$ cat src/rtl/sram_ctrl_pkg.sv
// Shared definitions for sram_ctrl: FSM state encoding, access-size codes
// and the word width the lane logic is built for.
package sram_ctrl_pkg;

  typedef enum logic [2:0] {
    IDLE,
    RD,
    RMW_RD,
    WR,
    RESP
  } state_t;

  localparam logic [1:0] SZ_BYTE = 2'b00;
  localparam logic [1:0] SZ_HALF = 2'b01;
  localparam logic [1:0] SZ_WORD = 2'b10;
  localparam logic [1:0] SZ_RSVD = 2'b11;

  localparam int WORD_W = 32;

  function automatic logic is_subword(input logic [1:0] size);
    return (size == SZ_BYTE) || (size == SZ_HALF);
  endfunction

endpackage

$ cat src/rtl/sram_ctrl_lane.sv
// Little-endian lane handling: extracts and extends load data from an SRAM word,
// and merges right-aligned store data into the word read back for sub-word stores.
module sram_ctrl_lane
  import sram_ctrl_pkg::*;
(
  input  logic [1:0]        i_size,
  input  logic              i_signed,
  input  logic [1:0]        i_addr_lo,
  input  logic [WORD_W-1:0] i_ld_word,
  input  logic [WORD_W-1:0] i_rmw_word,
  input  logic [WORD_W-1:0] i_wdata,
  output logic [WORD_W-1:0] o_ld_data,
  output logic [WORD_W-1:0] o_st_data
);

  logic [7:0]  w_byte;
  logic [15:0] w_half;

  // Half accesses use only addr[1]; addr[0] is don't-care unless rejected upstream.
  assign w_byte = i_ld_word[{i_addr_lo, 3'b000} +: 8];
  assign w_half = i_ld_word[{i_addr_lo[1], 4'b0000} +: 16];

  always_comb begin
    o_ld_data = i_ld_word;
    case (i_size)
      SZ_BYTE: o_ld_data = i_signed ? {{24{w_byte[7]}}, w_byte} : {24'h0, w_byte};
      SZ_HALF: o_ld_data = i_signed ? {{16{w_half[15]}}, w_half} : {16'h0, w_half};
      default: o_ld_data = i_ld_word;
    endcase
  end

  always_comb begin
    o_st_data = i_rmw_word;
    case (i_size)
      SZ_BYTE: o_st_data[{i_addr_lo, 3'b000} +: 8]     = i_wdata[7:0];
      SZ_HALF: o_st_data[{i_addr_lo[1], 4'b0000} +: 16] = i_wdata[15:0];
      default: o_st_data = i_wdata;
    endcase
  end

endmodule

$ cat src/rtl/sram_ctrl.sv
// Single-port SRAM load/store controller; sub-word stores use read-modify-write.
// Define SRAM_CTRL_ALIGN_CHECK_EN to reject misaligned half and word accesses.
module sram_ctrl
  import sram_ctrl_pkg::*;
#(
  parameter int AWIDTH = 32,
  parameter int DWIDTH = 32,
  parameter int DEPTH  = 10240
) (
  input  logic              clk,
  input  logic              rst_n,
  input  logic              req_valid,
  output logic              req_ready,
  input  logic              req_we,
  input  logic [1:0]        req_size,
  input  logic              req_signed,
  input  logic [AWIDTH-1:0] req_addr,
  input  logic [DWIDTH-1:0] req_wdata,
  output logic              resp_valid,
  input  logic              resp_ready,
  output logic [DWIDTH-1:0] resp_rdata,
  output logic              resp_err,
  output logic              sram_cs,
  output logic              sram_rd,
  output logic              sram_wr,
  output logic [AWIDTH-1:0] sram_addr,
  output logic [DWIDTH-1:0] sram_din,
  input  logic [DWIDTH-1:0] sram_dout
);

  localparam logic [AWIDTH-1:0] DEPTH_W = AWIDTH'(DEPTH);

  state_t            r_state;
  state_t            w_state_nxt;
  logic              r_we;
  logic [1:0]        r_size;
  logic              r_signed;
  logic [AWIDTH-1:0] r_addr;
  logic [DWIDTH-1:0] r_wdata;
  logic [DWIDTH-1:0] r_rmw_word;
  logic [DWIDTH-1:0] r_rdata;
  logic              r_err;

  logic              w_accept;
  logic              w_oob;
  logic              w_misalign;
  logic              w_err;
  logic [DWIDTH-1:0] w_ld_data;
  logic [DWIDTH-1:0] w_st_data;

  assign w_accept = req_valid && req_ready;
  assign w_oob    = {2'b00, req_addr[AWIDTH-1:2]} >= DEPTH_W;

`ifdef SRAM_CTRL_ALIGN_CHECK_EN
  assign w_misalign = ((req_size == SZ_HALF) && req_addr[0]) ||
                      ((req_size == SZ_WORD) && (req_addr[1:0] != 2'b00));
`else
  assign w_misalign = 1'b0;
`endif

  assign w_err = (req_size == SZ_RSVD) || w_oob || w_misalign;

  always_ff @(posedge clk) begin
    if (!rst_n) r_state <= IDLE;
    else        r_state <= w_state_nxt;
  end

  // Strobes are a pure decode of state so errors never touch the SRAM.
  always_comb begin
    w_state_nxt = r_state;
    req_ready   = 1'b0;
    resp_valid  = 1'b0;
    sram_cs     = 1'b0;
    sram_rd     = 1'b0;
    sram_wr     = 1'b0;
    case (r_state)
      IDLE: begin
        req_ready = 1'b1;
        if (req_valid) begin
          if (w_err)                 w_state_nxt = RESP;
          else if (!req_we)          w_state_nxt = RD;
          else if (is_subword(req_size)) w_state_nxt = RMW_RD;
          else                       w_state_nxt = WR;
        end
      end
      RD: begin
        sram_cs     = 1'b1;
        sram_rd     = 1'b1;
        w_state_nxt = RESP;
      end
      RMW_RD: begin
        sram_cs     = 1'b1;
        sram_rd     = 1'b1;
        w_state_nxt = WR;
      end
      WR: begin
        sram_cs     = 1'b1;
        sram_wr     = 1'b1;
        w_state_nxt = RESP;
      end
      RESP: begin
        resp_valid = 1'b1;
        if (resp_ready) w_state_nxt = IDLE;
      end
      default: w_state_nxt = IDLE;
    endcase
  end

  always_ff @(posedge clk) begin
    if (!rst_n) begin
      r_we       <= 1'b0;
      r_size     <= 2'b00;
      r_signed   <= 1'b0;
      r_addr     <= '0;
      r_wdata    <= '0;
      r_rmw_word <= '0;
      r_rdata    <= '0;
      r_err      <= 1'b0;
    end else begin
      if (w_accept) begin
        r_we     <= req_we;
        r_size   <= req_size;
        r_signed <= req_signed;
        r_addr   <= req_addr;
        r_wdata  <= req_wdata;
        r_rdata  <= '0;
        r_err    <= w_err;
      end
      if (r_state == RD)     r_rdata    <= w_ld_data;
      if (r_state == RMW_RD) r_rmw_word <= sram_dout;
    end
  end

  sram_ctrl_lane u_lane (
    .i_size     (r_size),
    .i_signed   (r_signed),
    .i_addr_lo  (r_addr[1:0]),
    .i_ld_word  (sram_dout),
    .i_rmw_word (r_rmw_word),
    .i_wdata    (r_wdata),
    .o_ld_data  (w_ld_data),
    .o_st_data  (w_st_data)
  );

  assign resp_rdata = resp_valid ? r_rdata : '0;
  assign resp_err   = resp_valid & r_err;
  assign sram_addr  = {r_addr[AWIDTH-1:2], 2'b00};
  // Word stores bypass the merge; the lane passes r_wdata through for SZ_WORD.
  assign sram_din   = r_we ? w_st_data : w_st_data;

endmodule

$ cat config.mk
export PLATFORM = sky130hd
export DESIGN_NAME = sram_ctrl
export DESIGN_NICKNAME = d
export VERILOG_FILES = /design/src/rtl/sram_ctrl_pkg.sv /design/src/rtl/sram_ctrl_lane.sv /design/src/rtl/sram_ctrl.sv
export SDC_FILE = /design/constraint.sdc
export NUM_CORES = 1
export LEC_CHECK = 0
export ABC_AREA = 1
export CAP_MARGIN = 20
export CORE_MARGIN = 5
export CORE_UTILIZATION = 48
export DETAILED_ROUTE_END_ITERATION = 8
export GPL_ROUTABILITY_DRIVEN = 0
export PLACE_DENSITY = 0.91
export SLEW_MARGIN = 20
export SYNTH_ARGS = -nofsm -noshare
export SYNTH_HDL_FRONTEND = slang
export SYNTH_SLANG_ARGS = --single-unit
export TNS_END_PERCENT = 5
$ cat constraint.sdc
create_clock -name clk -period 2.47 [get_ports clk]
set_input_delay 0.494 -clock clk [delete_from_list [all_inputs] [get_ports clk]]
set_output_delay 0.494 -clock clk [all_outputs]
set_load 0.02 [all_outputs]
==> impl_metrics.ini <==
[setup_path]
cp_slowest_cell = dfxtp_4
cp.arrival_ns = 2.00
required_ns = 1.98
critPathMaxFanout = 8
r2r-start = r_state[2]
max_stage_delay_ns = 0.37
crit_start = r_addr[1]
startpoint_type = flip-flop
criticalPathCategory = flip-flop to primary output
path_cells = inv_4, ha_4, buf_4, nand2_2, nor2_1, a21oi_1, o221ai_1, buf_4
cp_common_cell = buf_4
critPathCaptureType = primary output

[pwr]
comb_power_share_pct = 24.4
leakage_nw = 4.05
p_per_area_nw_per_um2 = 715
power_mw = 6.93
power_switching_mw = 2.11
power_frac_clock_pct = 40.9
peakVddDrop_v = 0.000584
swShare_pct = 30.5
intPower_mw = 4.82
seq_power_share_pct = 34.8

[clock_network]
htreeDepth = 4
clkLatencyLatePin_ns = 0.43
clk_pin_slew_ns = 0.06
numCtsBuffers = 17
max-clock-path-buffers = 2
cts_hold_buf = 0
clkSinkCount = 135
cts_root_buf = clkbuf_16
cts_tree = built

[timing]
fin_skew_ns = 0.00550
slew_headroom_pct = 64.8
layout_min_cycle_time_ns = 2.49
hold_violations = 0
setup_viol = 4
fin_crit_sh_pct = 101
fmax_ghz = 0.402
tightest_slew_ns = 0.528
maxSlewViolCount = 0
setup_slack_ns = -0.0195
hold_slack_ns = 0.465
rsz0062_at_grt = yes

[finish]
layout-drive-gt1-share_pct = 15.0
nNetsFinal = 1316
multiInputGateArea_um2 = 3490
regArea_um2 = 2710
area_growth_pct = 39.3
num-fill-cells = 1126

[die]
num_io_pins = 206
die_area_um2 = 17000
die_x_um = 130
die_h_um = 130
core_um2 = 14400
rows = 44
initial_core_util_pct = 48.5

[drt]
wirelength_um = 25000
wl_per_cell_um = 17.8
vias_per_cell = 5.72
first_pass_iters = 7
drt-initial-drc-count = 1007
route.detailed.drc = 0
detail-route-antenna-nets = 0
vias = 8033

[synthesis]
async_flop_share_pct = 0
synth_top_cell_by_area = dfxtp_1
ys_warn_count = 0
syn_area_um2 = 6960
synth_cell_type_count = 35
avgSynthCellArea_um2 = 6.73
synth-main-ff-cell = dfxtp_1
synth_top_area_share_pct = 38.8
synth_edf_count = 0
synthCells = 1035
yosysSeqAreaShare_pct = 38.8
netlist_top_cells_area = dfxtp_1 (39%), nor2_1 (10%), o21ai_0 (9.8%)
synth-seq-cells = 135

[global_routing]
first_global_vias = 7705
grt_max_degree = 67
antenna_found_initial = 0
grt_pass1_wl_um = 37600
track_usage_pct = 28.1
gr-total-overflow = 0

[placed_design]
place_worst_setup_slack_ns = -0.160
io_buffers = 203
dp_hpwl_um = 17300

[flow_run]
maxCapViolCount = 0

[outcome]
violations = negative setup slack
status = complete, but fails checks

[min_path]
hp-class = flip-flop to flip-flop
worstHoldStart = r_rdata[12]
==> power groups by stage <==
stage | sequential, mW | combinational (mW) | clock (mW)
6_report | 2.41 | 1.69 | 2.83
3_3_place_gp | 2.44 | 1.57 | 0
4_1_cts | 2.40 | 1.59 | 2.85
2_1_floorplan | 2.42 | 0.990 | 0
3_5_place_dp | 2.44 | 1.59 | 0
5_1_grt | 2.42 | 1.81 | 2.97
==> cells in the mapped netlist, types with 4 or more instances <==
cell type	instances
nor2_1	194
nand2_1	159
o21ai_0	137
dfxtp_1	135
a21oi_1	105
inv_1	91
buf_4	36
clkbuf_1	33
nand3_1	27
buf_2	19
nand2_2	13
o221ai_1	13
nor3_1	12
a21oi_2	10
o2111ai_1	6
ha_1	5
o22ai_1	5
buf_1	4
nand2_4	4
==> worst max-delay path: cells and delay by family (launching register included) <==
| family | cells | cell delay [ns] |
|---|---|---|
| and+or+nand+nor | 2 | 0.30 |
| AOI/OAI and AO/OA | 2 | 0.26 |
| adders and majority gates | 1 | 0.29 |
| DFF | 1 | 0.37 |
| buffers and inverters | 3 | 0.36 |
==> kinds of logic (layout without fill, tap and decap cells) <==
kind of cell	Yosys count	count (layout)	share of synthesized area [%]
flops	135	135	38.8
compound gates	283	283	22.1
simple gates	420	420	25.2
other cells	1	3	0.0539
buf+inv	191	375	12.9
fa+ha+maj	5	5	0.898
==> registers in the layout, summed over array words and instances, names as in the netlist <==
name        cells
r_rmw_word     32
r_state         3
r_addr         32
r_wdata        32
r_signed        1
r_err           1
r_size          2
r_rdata        32
==> metal layers <==
metal  global-route usage, %  vias to the layer above  routed length [µm]
met5                       0                        -                   0
met4                    15.2                        0                1530
met3                    9.88                      161                3210
met2                    46.7                      583               11600
met1                    31.5                     3614                8740
li1                        -                     3675                   -
==> timing repair <==
| item | 4_1_cts | 5_1_grt |
|---|---|---|
| gates cloned | 0 | 0 |
| endpoints found under the hold margin | 0 | 0 |
| resized for setup | 182 | 79 |
| buffers inserted | 0 | 4 |
| setup endpoints to repair | 65 | 36 |
| pin swaps | 0 | 2 |
==> worst paths after layout <==
kind,cells after the start,slack [ns],end
hold / removal,2,0.47,r_rdata[12]
hold reg to reg,2,0.47,r_rdata[12]
setup reg to reg,8,0.57,r_rdata[3]
setup / recovery,8,-0.02,sram_din[15]
==> cells in the final DEF, fill, tap and decap left out, types with 3 or more instances in the layout <==
cell | Yosys | routed
a21oi_1 | 105 | 103
a21oi_2 | 10 | 12
buf_2 | 19 | 9
buf_4 | 36 | 56
buf_6 | 0 | 5
bufinv_16 | 0 | 5
clkbuf_16 | 0 | 17
clkbuf_2 | 0 | 4
clkdlybuf4s50_1 | 0 | 137
clkinv_2 | 0 | 4
clkinv_4 | 0 | 3
dfxtp_1 | 135 | 132
dlygate4sd2_1 | 0 | 31
inv_1 | 91 | 86
inv_2 | 3 | 9
nand2_1 | 159 | 157
nand2_2 | 13 | 15
nand2_4 | 4 | 4
nand3_1 | 27 | 20
nand3_2 | 1 | 8
nor2_1 | 194 | 194
nor2_2 | 3 | 3
nor3_1 | 12 | 10
o2111ai_1 | 6 | 5
o211ai_1 | 3 | 3
o21ai_0 | 137 | 126
o21ai_1 | 3 | 10
o21ai_2 | 0 | 4
o221ai_1 | 13 | 10
o221ai_2 | 0 | 3
o22ai_1 | 5 | 5
==> final cells by class <==
type,count,share of cell area (%)
multi-input cells,710,36.0
flip-flops and latches,135,27.9
repair buffers,245,23.0
clock buffers,20,4.71
inverters,98,3.86
well taps,184,2.37
clock inverters,12,2.05
diodes,1,0.0258
==> through the flow <==
stage | TNS, ns | util [%] | std cells | cell area [µm²]
2_1_floorplan | 0 | - | 1036 | 6970
3_3_place_gp | -0.821 | 62.7 | 1368 | 9000
3_5_place_dp | -2.49 | 62.7 | 1368 | 9000
4_1_cts | -0.888 | 66.6 | 1400 | 9570
5_1_grt | -0.826 | 67.5 | 1404 | 9700
6_report | -0.0601 | 67.5 | 1405 | 9700
(Power assumes the default switching activity.)
